File: src/rtl/conv_pkg.sv
// Shared FSM encoding and layout/address arithmetic for the convolution engine.
// Image is HWC, weights are [oc][ky][kx][ic], outputs are HWC.
package conv_pkg;

  typedef enum logic [2:0] {
    S_IDLE,
    S_BIAS,
    S_MAC,
    S_DRAIN,
    S_WRITE,
    S_DONE
  } state_t;

  // Signed image coordinate touched by a kernel tap; negative means top/left padding.
  function automatic int tap_coord(int o, int k, int stride, int pad);
    return o * stride + k - pad;
  endfunction

  function automatic logic in_image(int row, int col, int dim);
    return (row >= 0) && (row < dim) && (col >= 0) && (col < dim);
  endfunction

  function automatic logic [15:0] img_addr_of(int row, int col, int ch, int img_dim, int in_ch);
    return 16'((row * img_dim + col) * in_ch + ch);
  endfunction

  function automatic logic [15:0] w_addr_of(int oc, int ky, int kx, int ic, int kdim, int in_ch);
    return 16'(oc * kdim * kdim * in_ch + (ky * kdim + kx) * in_ch + ic);
  endfunction

  function automatic logic [15:0] out_addr_of(int orow, int ocol, int oc, int out_dim, int out_ch);
    return 16'((orow * out_dim + ocol) * out_ch + oc);
  endfunction

endpackage

File: src/rtl/conv_layer_engine_if.sv
// Control handshake plus the three read ports and one write port of the engine.
// All memories sit outside; reads return data one cycle after the address.
interface conv_layer_engine_if;
  logic        start;
  logic        busy;
  logic        done;
  logic [15:0] img_addr;
  logic [7:0]  img_data;
  logic [15:0] w_addr;
  logic [7:0]  w_data;
  logic [7:0]  b_addr;
  logic [7:0]  b_data;
  logic        out_we;
  logic [15:0] out_addr;
  logic [7:0]  out_data;

  modport master (
    input  start, img_data, w_data, b_data,
    output busy, done, img_addr, w_addr, b_addr, out_we, out_addr, out_data
  );

  modport slave (
    output start, img_data, w_data, b_data,
    input  busy, done, img_addr, w_addr, b_addr, out_we, out_addr, out_data
  );
endinterface

File: src/rtl/conv_mac.sv
// Masked multiply-accumulate one cycle behind the tap addresses, plus the
// bias/shift/saturate stage that produces the registered output byte.
module conv_mac #(
  parameter int BIAS_SHIFT   = 6,
  parameter int OUT_SHIFT    = 9,
  parameter int INPUT_SIGNED = 0,
  parameter int RELU         = 0,
  parameter int ACC_W        = 32
) (
  input  logic       clk,
  input  logic       reset_n,
  input  logic       clear,       // BIAS cycle
  input  logic       bias_issue,  // b_addr valid this cycle
  input  logic       tap_issue,   // tap address valid this cycle
  input  logic       tap_inb,     // that tap lies inside the image
  input  logic       finish,      // DRAIN cycle: last product arrives now
  input  logic [7:0] img_data,
  input  logic [7:0] w_data,
  input  logic [7:0] b_data,
  output logic [7:0] out_data
);

  localparam logic signed [ACC_W-1:0] SAT_HI = ACC_W'(127);
  localparam logic signed [ACC_W-1:0] SAT_LO = ACC_W'(-128);

  logic                    take_d, inb_d, bias_d;
  logic signed [7:0]       bias_q;
  logic signed [16:0]      w_x, img_x, prod;
  logic signed [ACC_W-1:0] acc, acc_next, bias_ext, sum, shifted;
  logic [7:0]              result;

  // NOTE: every variable gets a value on every path through always_comb, so no latch can be inferred.
  always_comb begin
    w_x      = 17'($signed(w_data));
    img_x    = (INPUT_SIGNED != 0) ? 17'($signed(img_data)) : 17'(img_data);
    prod     = w_x * img_x;
    acc_next = acc + ((take_d && inb_d) ? ACC_W'(prod) : '0);
    bias_ext = ACC_W'(bias_q) <<< BIAS_SHIFT;
    sum      = acc_next + bias_ext;
    shifted  = sum >>> OUT_SHIFT;
    if (shifted > SAT_HI)      result = 8'h7f;
    else if (shifted < SAT_LO) result = 8'h80;
    else                       result = shifted[7:0];
    if ((RELU != 0) && result[7]) result = 8'h00;
  end

  // NOTE: sequential state uses non-blocking assignments so every register samples pre-edge values.
  always_ff @(posedge clk or negedge reset_n) begin
    if (!reset_n) begin
      take_d   <= 1'b0;
      inb_d    <= 1'b0;
      bias_d   <= 1'b0;
      bias_q   <= '0;
      acc      <= '0;
      out_data <= '0;
    end else begin
      take_d <= tap_issue;
      inb_d  <= tap_inb;
      bias_d <= bias_issue;
      if (bias_d) bias_q <= b_data;
      if (clear) acc <= '0;
      else       acc <= acc_next;
      // The final tap is folded in here via acc_next, so the result is ready for WRITE.
      if (finish) out_data <= result;
    end
  end

endmodule

File: src/rtl/conv_layer_engine.sv
// Whole-layer 2D convolution sequencer: walks outputs (orow, ocol, oc) and taps
// (ky, kx, ic), issuing registered addresses one tap per cycle into conv_mac.
module conv_layer_engine
  import conv_pkg::*;
#(
  parameter int IMG_DIM      = 32,
  parameter int IN_CH        = 3,
  parameter int OUT_CH       = 32,
  parameter int KERNEL_DIM   = 5,
  parameter int STRIDE       = 1,
  parameter int PADDING      = 2,
  parameter int BIAS_SHIFT   = 6,
  parameter int OUT_SHIFT    = 9,
  parameter int INPUT_SIGNED = 0,
  parameter int RELU         = 0,
  parameter int ACC_W        = 32
) (
  input logic                 clk,
  input logic                 reset_n,
  conv_layer_engine_if.master bus
);

  localparam int OUT_DIM = (IMG_DIM + 2 * PADDING - KERNEL_DIM) / STRIDE + 1;
  localparam int TAPS    = KERNEL_DIM * KERNEL_DIM * IN_CH;

  localparam logic [15:0] K_LAST   = 16'(KERNEL_DIM - 1);
  localparam logic [15:0] IC_LAST  = 16'(IN_CH - 1);
  localparam logic [15:0] OC_LAST  = 16'(OUT_CH - 1);
  localparam logic [15:0] OD_LAST  = 16'(OUT_DIM - 1);
  localparam logic [15:0] TAP_LAST = 16'(TAPS - 1);

  state_t      state;
  logic [15:0] orow, ocol, oc, oc_next;
  logic [15:0] ky, kx, ic;  // next tap to issue
  logic [15:0] mac_cnt;
  logic        inb_q, tap_inb, issue_now, last_out;
  int          tap_row, tap_col;

  always_comb begin
    tap_row   = tap_coord(int'(orow), int'(ky), STRIDE, PADDING);
    tap_col   = tap_coord(int'(ocol), int'(kx), STRIDE, PADDING);
    tap_inb   = in_image(tap_row, tap_col, IMG_DIM);
    issue_now = (state == S_BIAS) || ((state == S_MAC) && (mac_cnt != TAP_LAST));
    last_out  = (oc == OC_LAST) && (ocol == OD_LAST) && (orow == OD_LAST);
    oc_next   = (oc == OC_LAST) ? '0 : oc + 16'd1;
  end

  always_ff @(posedge clk or negedge reset_n) begin
    if (!reset_n) begin
      state        <= S_IDLE;
      orow         <= '0;
      ocol         <= '0;
      oc           <= '0;
      ky           <= '0;
      kx           <= '0;
      ic           <= '0;
      mac_cnt      <= '0;
      inb_q        <= 1'b0;
      bus.busy     <= 1'b0;
      bus.done     <= 1'b0;
      bus.img_addr <= '0;
      bus.w_addr   <= '0;
      bus.b_addr   <= '0;
      bus.out_we   <= 1'b0;
      bus.out_addr <= '0;
    end else begin
      case (state)
        S_IDLE: if (bus.start) begin
          state      <= S_BIAS;
          bus.busy   <= 1'b1;
          orow       <= '0;
          ocol       <= '0;
          oc         <= '0;
          ky         <= '0;
          kx         <= '0;
          ic         <= '0;
          bus.b_addr <= '0;
        end
        S_BIAS: begin
          state   <= S_MAC;
          mac_cnt <= '0;
        end
        S_MAC: begin
          if (mac_cnt == TAP_LAST) state <= S_DRAIN;
          else mac_cnt <= mac_cnt + 16'd1;
        end
        S_DRAIN: begin
          state        <= S_WRITE;
          bus.out_we   <= 1'b1;
          bus.out_addr <= out_addr_of(int'(orow), int'(ocol), int'(oc), OUT_DIM, OUT_CH);
        end
        S_WRITE: begin
          bus.out_we <= 1'b0;
          ky         <= '0;
          kx         <= '0;
          ic         <= '0;
          if (last_out) begin
            state    <= S_DONE;
            bus.done <= 1'b1;
            bus.busy <= 1'b0;
          end else begin
            state      <= S_BIAS;
            oc         <= oc_next;
            bus.b_addr <= oc_next[7:0];
            if (oc == OC_LAST) begin
              if (ocol == OD_LAST) begin
                ocol <= '0;
                orow <= orow + 16'd1;
              end else begin
                ocol <= ocol + 16'd1;
              end
            end
          end
        end
        S_DONE: begin
          bus.done <= 1'b0;
          state    <= S_IDLE;
        end
        default: state <= S_IDLE;
      endcase

      // Padding taps still occupy a cycle; their address is parked at 0 and the data masked.
      if (issue_now) begin
        inb_q        <= tap_inb;
        bus.img_addr <= tap_inb ? img_addr_of(tap_row, tap_col, int'(ic), IMG_DIM, IN_CH) : '0;
        bus.w_addr   <= w_addr_of(int'(oc), int'(ky), int'(kx), int'(ic), KERNEL_DIM, IN_CH);
        if (ic == IC_LAST) begin
          ic <= '0;
          if (kx == K_LAST) begin
            kx <= '0;
            ky <= ky + 16'd1;
          end else begin
            kx <= kx + 16'd1;
          end
        end else begin
          ic <= ic + 16'd1;
        end
      end
    end
  end

  conv_mac #(
    .BIAS_SHIFT  (BIAS_SHIFT),
    .OUT_SHIFT   (OUT_SHIFT),
    .INPUT_SIGNED(INPUT_SIGNED),
    .RELU        (RELU),
    .ACC_W       (ACC_W)
  ) u_mac (
    .clk       (clk),
    .reset_n   (reset_n),
    .clear     (state == S_BIAS),
    .bias_issue(state == S_BIAS),
    .tap_issue (state == S_MAC),
    .tap_inb   (inb_q),
    .finish    (state == S_DRAIN),
    .img_data  (bus.img_data),
    .w_data    (bus.w_data),
    .b_data    (bus.b_data),
    .out_data  (bus.out_data)
  );

endmodule
File: src/flat_wrapper.sv
// flat-port wrapper written by rule: the top's interface ports become plain ports
module conv_layer_engine_flat import conv_pkg::*;
#(
  parameter int IMG_DIM      = 32,
  parameter int IN_CH        = 3,
  parameter int OUT_CH       = 32,
  parameter int KERNEL_DIM   = 5,
  parameter int STRIDE       = 1,
  parameter int PADDING      = 2,
  parameter int BIAS_SHIFT   = 6,
  parameter int OUT_SHIFT    = 9,
  parameter int INPUT_SIGNED = 0,
  parameter int RELU         = 0,
  parameter int ACC_W        = 32
)
  (clk, reset_n, bus_start, bus_img_data, bus_w_data, bus_b_data, bus_busy, bus_done, bus_img_addr, bus_w_addr, bus_b_addr, bus_out_we, bus_out_addr, bus_out_data);
  conv_layer_engine_if bus_i ();
  input logic clk;
  input logic reset_n;
  input wire logic [$bits(bus_i.start)-1:0] bus_start;
  input wire logic [$bits(bus_i.img_data)-1:0] bus_img_data;
  input wire logic [$bits(bus_i.w_data)-1:0] bus_w_data;
  input wire logic [$bits(bus_i.b_data)-1:0] bus_b_data;
  output wire logic [$bits(bus_i.busy)-1:0] bus_busy;
  output wire logic [$bits(bus_i.done)-1:0] bus_done;
  output wire logic [$bits(bus_i.img_addr)-1:0] bus_img_addr;
  output wire logic [$bits(bus_i.w_addr)-1:0] bus_w_addr;
  output wire logic [$bits(bus_i.b_addr)-1:0] bus_b_addr;
  output wire logic [$bits(bus_i.out_we)-1:0] bus_out_we;
  output wire logic [$bits(bus_i.out_addr)-1:0] bus_out_addr;
  output wire logic [$bits(bus_i.out_data)-1:0] bus_out_data;
  assign bus_i.start = bus_start;
  assign bus_i.img_data = bus_img_data;
  assign bus_i.w_data = bus_w_data;
  assign bus_i.b_data = bus_b_data;
  assign bus_busy = bus_i.busy;
  assign bus_done = bus_i.done;
  assign bus_img_addr = bus_i.img_addr;
  assign bus_w_addr = bus_i.w_addr;
  assign bus_b_addr = bus_i.b_addr;
  assign bus_out_we = bus_i.out_we;
  assign bus_out_addr = bus_i.out_addr;
  assign bus_out_data = bus_i.out_data;
  conv_layer_engine #(.IMG_DIM(IMG_DIM), .IN_CH(IN_CH), .OUT_CH(OUT_CH), .KERNEL_DIM(KERNEL_DIM), .STRIDE(STRIDE), .PADDING(PADDING), .BIAS_SHIFT(BIAS_SHIFT), .OUT_SHIFT(OUT_SHIFT), .INPUT_SIGNED(INPUT_SIGNED), .RELU(RELU), .ACC_W(ACC_W)) u_core (.clk(clk), .reset_n(reset_n), .bus(bus_i));
endmodule
File: config.mk
export PLATFORM = sky130hd
export DESIGN_NAME = conv_layer_engine_flat
export DESIGN_NICKNAME = d
export VERILOG_FILES = /design/src/rtl/conv_pkg.sv /design/src/rtl/conv_layer_engine_if.sv /design/src/rtl/conv_mac.sv /design/src/rtl/conv_layer_engine.sv /design/src/flat_wrapper.sv
export SDC_FILE = /design/constraint.sdc
export NUM_CORES = 1
export LEC_CHECK = 0
export CAP_MARGIN = 20
export CORE_ASPECT_RATIO = 1.2
export CORE_MARGIN = 3
export CORE_UTILIZATION = 45
export CTS_BUF_LIST = sky130_fd_sc_hd__clkbuf_8 sky130_fd_sc_hd__clkbuf_16
export DETAILED_ROUTE_END_ITERATION = 8
export DONT_BUFFER_PORTS = 1
export GPL_TIMING_DRIVEN = 0
export HOLD_SLACK_MARGIN = 0.08
export SETUP_SLACK_MARGIN = 0.4
export SYNTH_ARGS = -nofsm -noshare
export SYNTH_HDL_FRONTEND = slang
export SYNTH_SLANG_ARGS = --single-unit
export TNS_END_PERCENT = 10
File: constraint.sdc
create_clock -name clk -period 9.7 [get_ports clk]
set_input_delay 1.455 -clock clk [delete_from_list [all_inputs] [get_ports clk]]
set_output_delay 1.455 -clock clk [all_outputs]
set_load 0.05 [all_outputs]
Word level (Yosys, flattened, before mapping)

Index checks and enable logic that the tools add are counted.

Bits in registers: 226
Latch bits: 0
RAM bits: 0
Memory bits (read-only): 0
Input bits: 27
Output and inout port bits: 67
Logic and storage cells: 142
Memories kept: 0

Add/subtract/negate cells: 20
$mul: 7
Divide/modulo/power cells: 0
$lt $le $gt $ge: 6
Equality and inequality tests: 20
Shift operators: 0
Multiplexer cells: 45
Bitwise operators: 0
Reductions and logical operators: 22

Operators by type and width:

| cell                  | count |
|---|---|
| $mux 16               | 21 |
| $pmux 16 s2           | 7 |
| $add 16x1->16 const B | 7 |
| $mul 32x3->16 const B | 3 |
| $add 16x16->16        | 4 |
| $add 32x32->32        | 2 |
| $ge 32x1->1 const B   | 2 |
| $lt 32x7->1 const B   | 2 |
| $mux 32               | 2 |
| $sub 32x3->32 const B | 2 |
| $eq 16x5->1 const B   | 3 |
| $mul 16x3->19 const B | 2 |
| $add 16x16->17        | 2 |
| $add 32x14->32        | 1 |
| $add 32x17->32        | 1 |
| $mul 32x4->32 const B | 1 |
| $mux 8                | 4 |
| $gt 23x8->1 const B   | 1 |
| $lt 23x8->1 const B   | 1 |
| $mul 8x9->17          | 1 |
| $eq 16x2->1 const B   | 1 |
| $eq 16x3->1 const B   | 1 |
| $eq 16x7->1 const B   | 1 |
| $ne 16x7->1 const B   | 1 |
| other kinds (21)      | 47 |

Longest topological paths before layout

Gate-level depths: netlist (run 1).

Depth in word-level cells: 7
Depth in mapped cells: 42
Gate-level depth less buffers: 41

Hierarchy

Synthesis (run 1) repeated with hierarchy kept, for this count alone.

Cell total of the unflattened synthesis: 2693
Area total of the unflattened synthesis: 23132.2 sq um

By module, submodules not included:

| module            | times used | cells an instance | area an instance (sq um) | sequential area each (sq um) |
|---|---|---|---|---|
| conv_layer_engine | 1          | 1900              | 16339.4                  | 4179.0 |
| conv_mac          | 1          | 793               | 6792.8                   | 1276.2 |

Worst setup path before layout (run 1)

No wires, ideal clock.

Path type: input to register
From: input port bus_img_data[0]
To: register u_core.u_mac.out_data[0]
Library setup time: 0.143 ns
Arrival time: 9.501 ns
Required time: 9.557 ns
Path slack: 0.055 ns
Stages on the path: 38
Cells stage by stage: nand2b_1 > fa_1 > fa_1 > inv_1 > fa_1 > inv_1 > fa_1 > inv_1 > ha_1 > inv_1 > o21bai_1 > a21oi_1 > o21bai_1 > a21oi_1 > o21bai_1 > a21oi_1 > xor2_1 > nor2_1 > [... 2 more ...] > a21o_1 > o41a_1 > a21oi_1 > nor3_1 > a31oi_1 > xnor2_1 > ha_1 > clkbuf_1 > and2_1 > o21ai_0 > a21oi_1 > o21ai_0 > o21bai_1 > a21oi_1 > xnor2_1 > or3_1 > nor4_2 > o32ai_1

Word-level cells in the longest chain between the ends: 7
Elaborated cells on any way between the ends: 8

RTL lines:

| item                   | line               | source |
|---|---|---|
| start: declaration     | flat_wrapper.sv:21 | `input wire logic [$bits(bus_i.img_data)-1:0] bus_img_data;` |
| $mul 8x9->17 *         | conv_mac.sv:36     | `prod = w_x * img_x;` |
| $mux 32 *              | conv_mac.sv:37     | `acc_next = acc + ((take_d && inb_d) ? ACC_W'(prod) : '0);` |
| $add 32x32->32 *       | conv_mac.sv:37     |  |
| $add 32x14->32 *       | conv_mac.sv:39     | `sum = acc_next + bias_ext;` |
| $lt 23x8->1            | conv_mac.sv:42     | `else if (shifted < SAT_LO) result = 8'h80;` |
| $mux 8                 | conv_mac.sv:42     |  |
| $mux 8 *               | conv_mac.sv:41     | `if (shifted > SAT_HI) result = 8'h7f;` |
| end signal: assignment | conv_mac.sv:64     | `if (finish) out_data <= result;` |
| end: declaration       | conv_mac.sv:20     | `output logic [7:0] out_data` |

Mark *: on every way between the ends. The rest lies on a longest branch, timed or not.
A chain may end at the register's enable or synchronous reset.

Final worst setup path (run 1)

From: input port bus_img_data[0]
To: register u_core.u_mac.out_data[1]

The elaborated chain is that of the path after synthesis.

==> results.yml, run 1 <==
routing:
  drt_iter0_drc: 1085
  drtAntennaViolNets: 0
  drt-pass1-iter-count: 7
  vias: 20130
  routed_wl_mm: 65.36
  viasPerCell: 5.671
  drt-wirelength-per-cell_um: 18.41
  drc: 0
global_routing:
  grt_use_total_pct: 23.22
  first_global_vias: 20100
  antenna_found_initial: 0
  grt_overflow: 0
  grt.met3_usage_pct: 2.669
  met2_usage_pct: 43.20
  grt_pass1_wl_mm: 105.4
  grt_max_degree: 219
  grt_util_met1_pct: 27.53
  busiest_layer: "met2"
power_and_ir_drop:
  power.switching_mw: 5.258
  p_int_mw: 4.666
  total_power_mw: 9.924
  pwr-share-clk_pct: 10.3
  p_comb_share_pct: 75.8
  p_per_area_mw_per_mm2: 376.7
  power_frac_seq_pct: 13.9
  p_leak_nw: 13.21
  swShare_pct: 52.98
  peakVddDrop_v: 0.0008254
run:
  max-cap-violations: 0
timing:
  slew_headroom_pct: 28.09
  fin_skew_ps: 40.14
  setup_slack_ps: 596.3
  max_slew.worst_pin.slew_ps: 1079
  max_freq_mhz: 109.8
  fin_crit_sh_pct: 93.85
  finalCriticalPeriod_ps: 9104
  slew_violations: 0
  fin_setup_tns_ps: 0
  rsz0062_at_grt: "true"
  hold_violations: 0
  setup_viol: 0
cts:
  ctsHtreeMaxLevel: 1
  clock-sinks: 218
  cts_tree: "built"
  insertion_delay_ps: 580
  holdBufCountCts: 0
  clock-root-buffer: "clkbuf_16"
  cts_made_buffers: 27
  clk_pin_slew_ps: 60
  clk_path_buf_depth: 3
final_layout:
  final_cell_mix: "308 x ha_1, 270 x inv_1, 240 x nor2_1"
  final_nets: 3282
  fillCellCount: 5032
  drive_gt1_share_pct: 8.272
  design_area_mm2: 0.02634
  syn_to_final_growth_pct: 11.25
  final_common_cell: "ha_1"
  antenna_cells_inserted: 0
placement:
  pre_cts_ws_ps: -815.2
  io_buffers: 0
  hpwl_mm: 51.73
  place_congestion: 0.9062
  placed_area_mm2: 0.02459
worst_hold_path:
  hp-class: "reg2reg"
  hp-start: "u_core.inb_q"
floorplanning:
  die_h_um: 257.3
  start_util_pct: 45.81
  rows: 91
  dieWidth_um: 215.4
  die_area_mm2: 0.05542
  io-pin-count: 94
  coreArea_mm2: 0.05169
critical_path:
  path_max_fanout: 8
  cp_slowest_stage_delay_ps: 530
  startpoint: "bus_img_data[0]"
  end_kind: "flip-flop"
  slowest_stage: "fa_1"
  r2r-start: "u_core.bus.b_addr[4]"
  arrival_ps: 9520
  startpoint_type: "primary input"
  critical_path_required_ps: 10120
  crit_type: "in2reg"
synth:
  synth_edf_count: 0
  synth_fa_ha_area_share_pct: 25.45
  yosysUniqueCellTypes: 91
  synth_compound_area_share_pct: 17.04
  netlist_instances: 2761
  syn-cell-area_mm2: 0.02368
  synthMuxAreaShare_pct: 0.7292
  syn_avg_cell_area_um2: 8.576
  yosys.area_share.xor_xnor_pct: 9.020
  synthArstFlopShare_pct: 100.0
  synth_top_family_by_area: "adder cells"
  yosysSeqAreaShare_pct: 23.04
  syn-num-nets: 3209
  synth_seq_cells: 218
  yosys.area_share.simple_pct: 19.46
  yosysWarnings: 0
  synthFlopType: "dfrtp_1"
status:
  status: "completed"
## stage by stage
stage,hold slack [ps],instances,util [%]
after floorplan,353.5,2761,-
after global placement,376.7,3458,47.55
after detailed placement,386.9,3459,47.57
after CTS,400.9,3527,49.82
after global routing,410.9,3550,50.96
final,392.4,3550,50.96
## flip-flops by register name, summed over array words and instances (netlist names), 8 cells and up
name,flops
u_core.u_mac.acc,32
u_core.bus.out_addr,16
u_core.ocol,16
u_core.ky,16
u_core.mac_cnt,16
u_core.oc,9
u_core.u_mac.out_data,8
u_core.u_mac.bias_q,8
u_core.bus.w_addr,16
u_core.ic,16
u_core.kx,16
u_core.orow,16
u_core.bus.img_addr,16
## final timing paths
path	endpoint	cells after the start	slack, ps
min in group asynchronous	u_core.bus.img_addr[12]	0	600
setup reg to reg	u_core.bus.w_addr[15]	33	990
max in group asynchronous	u_core.orow[13]	0	8780
setup / recovery	u_core.u_mac.out_data[1]	41	600
hold / removal	u_core.u_mac.inb_d	0	390
hold reg to reg	u_core.u_mac.inb_d	0	390
## Yosys cell counts (all sizes together), types with 8 or more instances
cell | n | area, um2
ha | 320 | 4004
inv | 268 | 1006
nor2 | 246 | 925.9
dfrtp | 218 | 5455
nand2 | 199 | 747.0
o21ai | 193 | 965.9
xnor2 | 145 | 1270
a21oi | 141 | 709.4
fa | 101 | 2022
xor2 | 91 | 797.0
and2 | 90 | 565.5
nand3 | 87 | 435.4
and3 | 61 | 386.6
a21o | 57 | 427.9
nor3 | 57 | 285.3
clkbuf | 40 | 150.1
a211oi | 28 | 220.2
nand4 | 28 | 175.2
or3 | 25 | 156.4
nand2b | 23 | 143.9
o21bai | 23 | 172.7
a31oi | 21 | 131.4
nor4 | 21 | 137.6
or2 | 21 | 131.4
o31ai | 20 | 150.1
nor2b | 18 | 112.6
o21a | 18 | 135.1
o211ai | 15 | 122.6
buf | 14 | 87.57
a2111oi | 12 | 120.1
mux2 | 10 | 112.6
nor3b | 10 | 80.07
nor4b | 10 | 87.58
o2111ai | 9 | 78.83
o32ai | 9 | 78.83
o41ai | 8 | 77.58
## power by group through the flow
stage | clock [mW] | combinational (mW) | sequential, mW
2_1_floorplan | 0 | 5.46 | 1.33
3_3_place_gp | 0 | 7.15 | 1.39
3_5_place_dp | 0 | 7.31 | 1.39
4_1_cts | 1.04 | 7.42 | 1.38
5_1_grt | 1.08 | 8.47 | 1.40
6_report | 1.02 | 7.53 | 1.38
## kinds of logic (layout without fill, tap and decap cells)
| family | count (synthesis) | in the layout |
|---|---|---|
| AO/OA/AOI/OAI | 620 | 620 |
| XOR/XNOR | 239 | 239 |
| adder cells (fa/ha/maj) | 421 | 421 |
| buffers and inverters | 323 | 415 |
| flip-flops | 218 | 218 |
| multiplexers | 16 | 16 |
| AND/OR/NAND/NOR | 924 | 924 |
## layout make-up
cell class                 count  area [um2]  area share, %
inverter                     269        1016          3.857
clock buffer                  32       744.5          2.826
multi-input combinational   2220       17490          66.38
sequential                   218        5456          20.71
clock inverter                16       133.9         0.5082
buffer                        54       252.7         0.9594
timing repair buffer          44       380.4          1.444
tap                          697       872.1          3.310
## critical path, delay by kind of cell
kind            cells  cell delay [ps]
fa+ha+maj           7             2890
simple gates        8             1210
compound gates     15             2600
buf+inv             8              830
xor+xnor            3              510
## repair_timing
action	4_1_cts	5_1_grt
gates resized for setup	31	89
pin swaps	20	64
endpoints found under the setup margin	8	9
cloned	0	0
setup buffers	20	22
## per-layer routing
| layer | up-vias | share of wire (%) |
|---|---|---|
| met1 | 9804 | 41 |
| met5 | - | 0 |
| met4 | 0 | 3.6 |
| li1 | 9833 | - |
| met2 | 385 | 52 |
| met3 | 110 | 3.8 |
Note: power is estimated with default switching activity, not from simulation.
==> run 2, diff against run 1 <==
CORE_ASPECT_RATIO = unset   (was 1.2)
==> run 2 against run 1 <==
  * Sequential cell count unchanged
  * Worst setup slack improved by 43 ps
  * Wire length decreased by 0.82%
  * Sequential power about the same
  * Critical path type unchanged
  * Largest cell class unchanged
  * Largest power group unchanged
==> results.yml, run 2 (synthesis gave the netlist of run 1 again) <==
global_routing:
  grt_overflow: 0
  grt_max_degree: 219
  first_global_vias: 20040
  grt_use_total_pct: 22.56
  antenna_found_initial: 0
  grt_pass1_wl_mm: 103.4
critical_path:
  arrival_ps: 9490
  r2r-end: "u_core.bus.w_addr[15]"
  cp_slowest_stage_delay_ps: 560
  crit_type: "in2reg"
  r2r-start: "u_core.bus.b_addr[4]"
  critical_path_required_ps: 10130
  path_max_fanout: 7
  worstRegToRegCells: 33
  slowest_stage: "fa_1"
  startpoint_type: "primary input"
  end_kind: "flip-flop"
  ff2ff_setup_slack_ps: 1080
  crit_top_cell: "a21oi_2"
floorplanning:
  io-pin-count: 94
  start_util_pct: 45.79
  die_area_mm2: 0.05541
  die_h_um: 235.4
  coreArea_mm2: 0.05172
  rows: 83
  dieWidth_um: 235.4
run:
  max-cap-violations: 0
worst_hold_path:
  hp-class: "reg2reg"
  whs_path_depth: 0
  hp-start: "u_core.inb_q"
  min_to: "u_core.u_mac.inb_d"
cts:
  ctsHtreeMaxLevel: 1
  cts_tree: "built"
  clk_path_buf_depth: 3
  insertion_delay_ps: 570
  cts_made_buffers: 27
  clock-sinks: 218
  holdBufCountCts: 0
  clk_pin_slew_ps: 60
  clock-root-buffer: "clkbuf_16"
timing:
  hold_violations: 0
  fin_crit_sh_pct: 93.40
  finalCriticalPeriod_ps: 9060
  slew_headroom_pct: 32.14
  setup_slack_ps: 639.8
  max_freq_mhz: 110.4
  rsz0062_at_grt: "false"
  slew_violations: 0
  max_slew.worst_pin.slew_ps: 1018
  setup_viol: 0
  fin_skew_ps: 13.43
placement:
  pre_cts_ws_ps: -844.9
  place_congestion: 0.9064
  io_buffers: 0
  dp.cells: 3442
  hpwl_mm: 50.84
final_layout:
  final_common_cell: "ha_1"
  regArea_mm2: 0.005455
  fillCellCount: 4891
  antenna_cells_inserted: 0
  largest_register_ffs: 32
  drive_gt1_share_pct: 8.862
  final_cell_mix: "310 x ha_1, 267 x inv_1, 239 x nor2_1"
  regMostFlops: "u_core.u_mac.acc"
  final_nets: 3284
  instances_no_fill: 3535
  syn_to_final_growth_pct: 11.65
  multi_input_area_mm2: 0.01760
routing:
  routed_wl_mm: 64.82
  drt_iter0_drc: 1129
  drt-pass1-iter-count: 5
  drt-wirelength-per-cell_um: 18.34
  drc: 0
  drtAntennaViolNets: 0
  vias: 20300
  viasPerCell: 5.743
status:
  status: "completed"
power_and_ir_drop:
  peakVddDrop_v: 0.0007175
  p_per_area_mw_per_mm2: 369.0
  p_leak_nw: 13.26
## run 2: worst max-delay path by stage
stage | depth (start not counted) | slack, ps | endpoint | start
floorplan | 39 | 400 | u_core.u_mac.out_data[6] | bus_img_data[0]
global placement | 39 | -800 | u_core.u_mac.out_data[6] | bus_img_data[0]
detailed placement | 39 | -840 | u_core.u_mac.out_data[1] | bus_img_data[0]
CTS | 38 | 420 | u_core.u_mac.out_data[1] | bus_w_data[7]
global route | 39 | 380 | u_core.u_mac.out_data[1] | bus_w_data[7]
finish | 42 | 640 | u_core.u_mac.out_data[1] | bus_w_data[7]
## run 2: worst max-delay path, delay by kind of cell
kind                     cells  cell delay (ps)
AO/OA/AOI/OAI               18             3050
XOR/XNOR                     4              810
adder cells (fa/ha/maj)      7             2850
buffers and inverters       10             1140
AND/OR/NAND/NOR              3              200
## run 2: layout make-up
cell class              instances  area share, %
inverters                     269          3.843
clock inverters                15         0.4259
well taps                     680          3.218
plain buffers                  54         0.9655
flip-flops and latches        218          20.63
repair buffers                 46          1.491
clock buffers                  33          2.868
multi-input cells            2220          66.55
## run 2: stage by stage
stage	cell area, um2	util [%]	setup TNS [ps]	power [mW]	hold WS (ps)
floorplan	23710	-	0	6.788	353.5
global placement	24560	47.48	-6128	8.330	396.9
detailed placement	24570	47.51	-6525	8.477	392.4
CTS	25860	50.00	0	9.650	405.8
global route	26440	51.12	0	10.75	433.8
finish	26440	51.12	0	9.755	412.6
## run 2: layer usage
layer | up-vias | global-route usage (%) | routed length (um)
met5 | - | 0 | 0
met4 | 0 | 6.508 | 2098
met2 | 449 | 40.34 | 31830
met1 | 9915 | 28.33 | 27860
met3 | 107 | 3.116 | 3028
li1 | 9829 | - | -
## run 2: what timing repair did
item / 4_1_cts / 5_1_grt
buffers inserted: 33 / 11
gates resized for setup: 40 / 97
endpoints found under the setup margin: 8 / 8
pin swaps: 34 / 69
## run 2: where the power goes
part	switching, mW	total [mW]	internal, mW
logic	4.32	7.38	3.06
clock network	0.421	1.00	0.580
registers	0.358	1.38	1.02
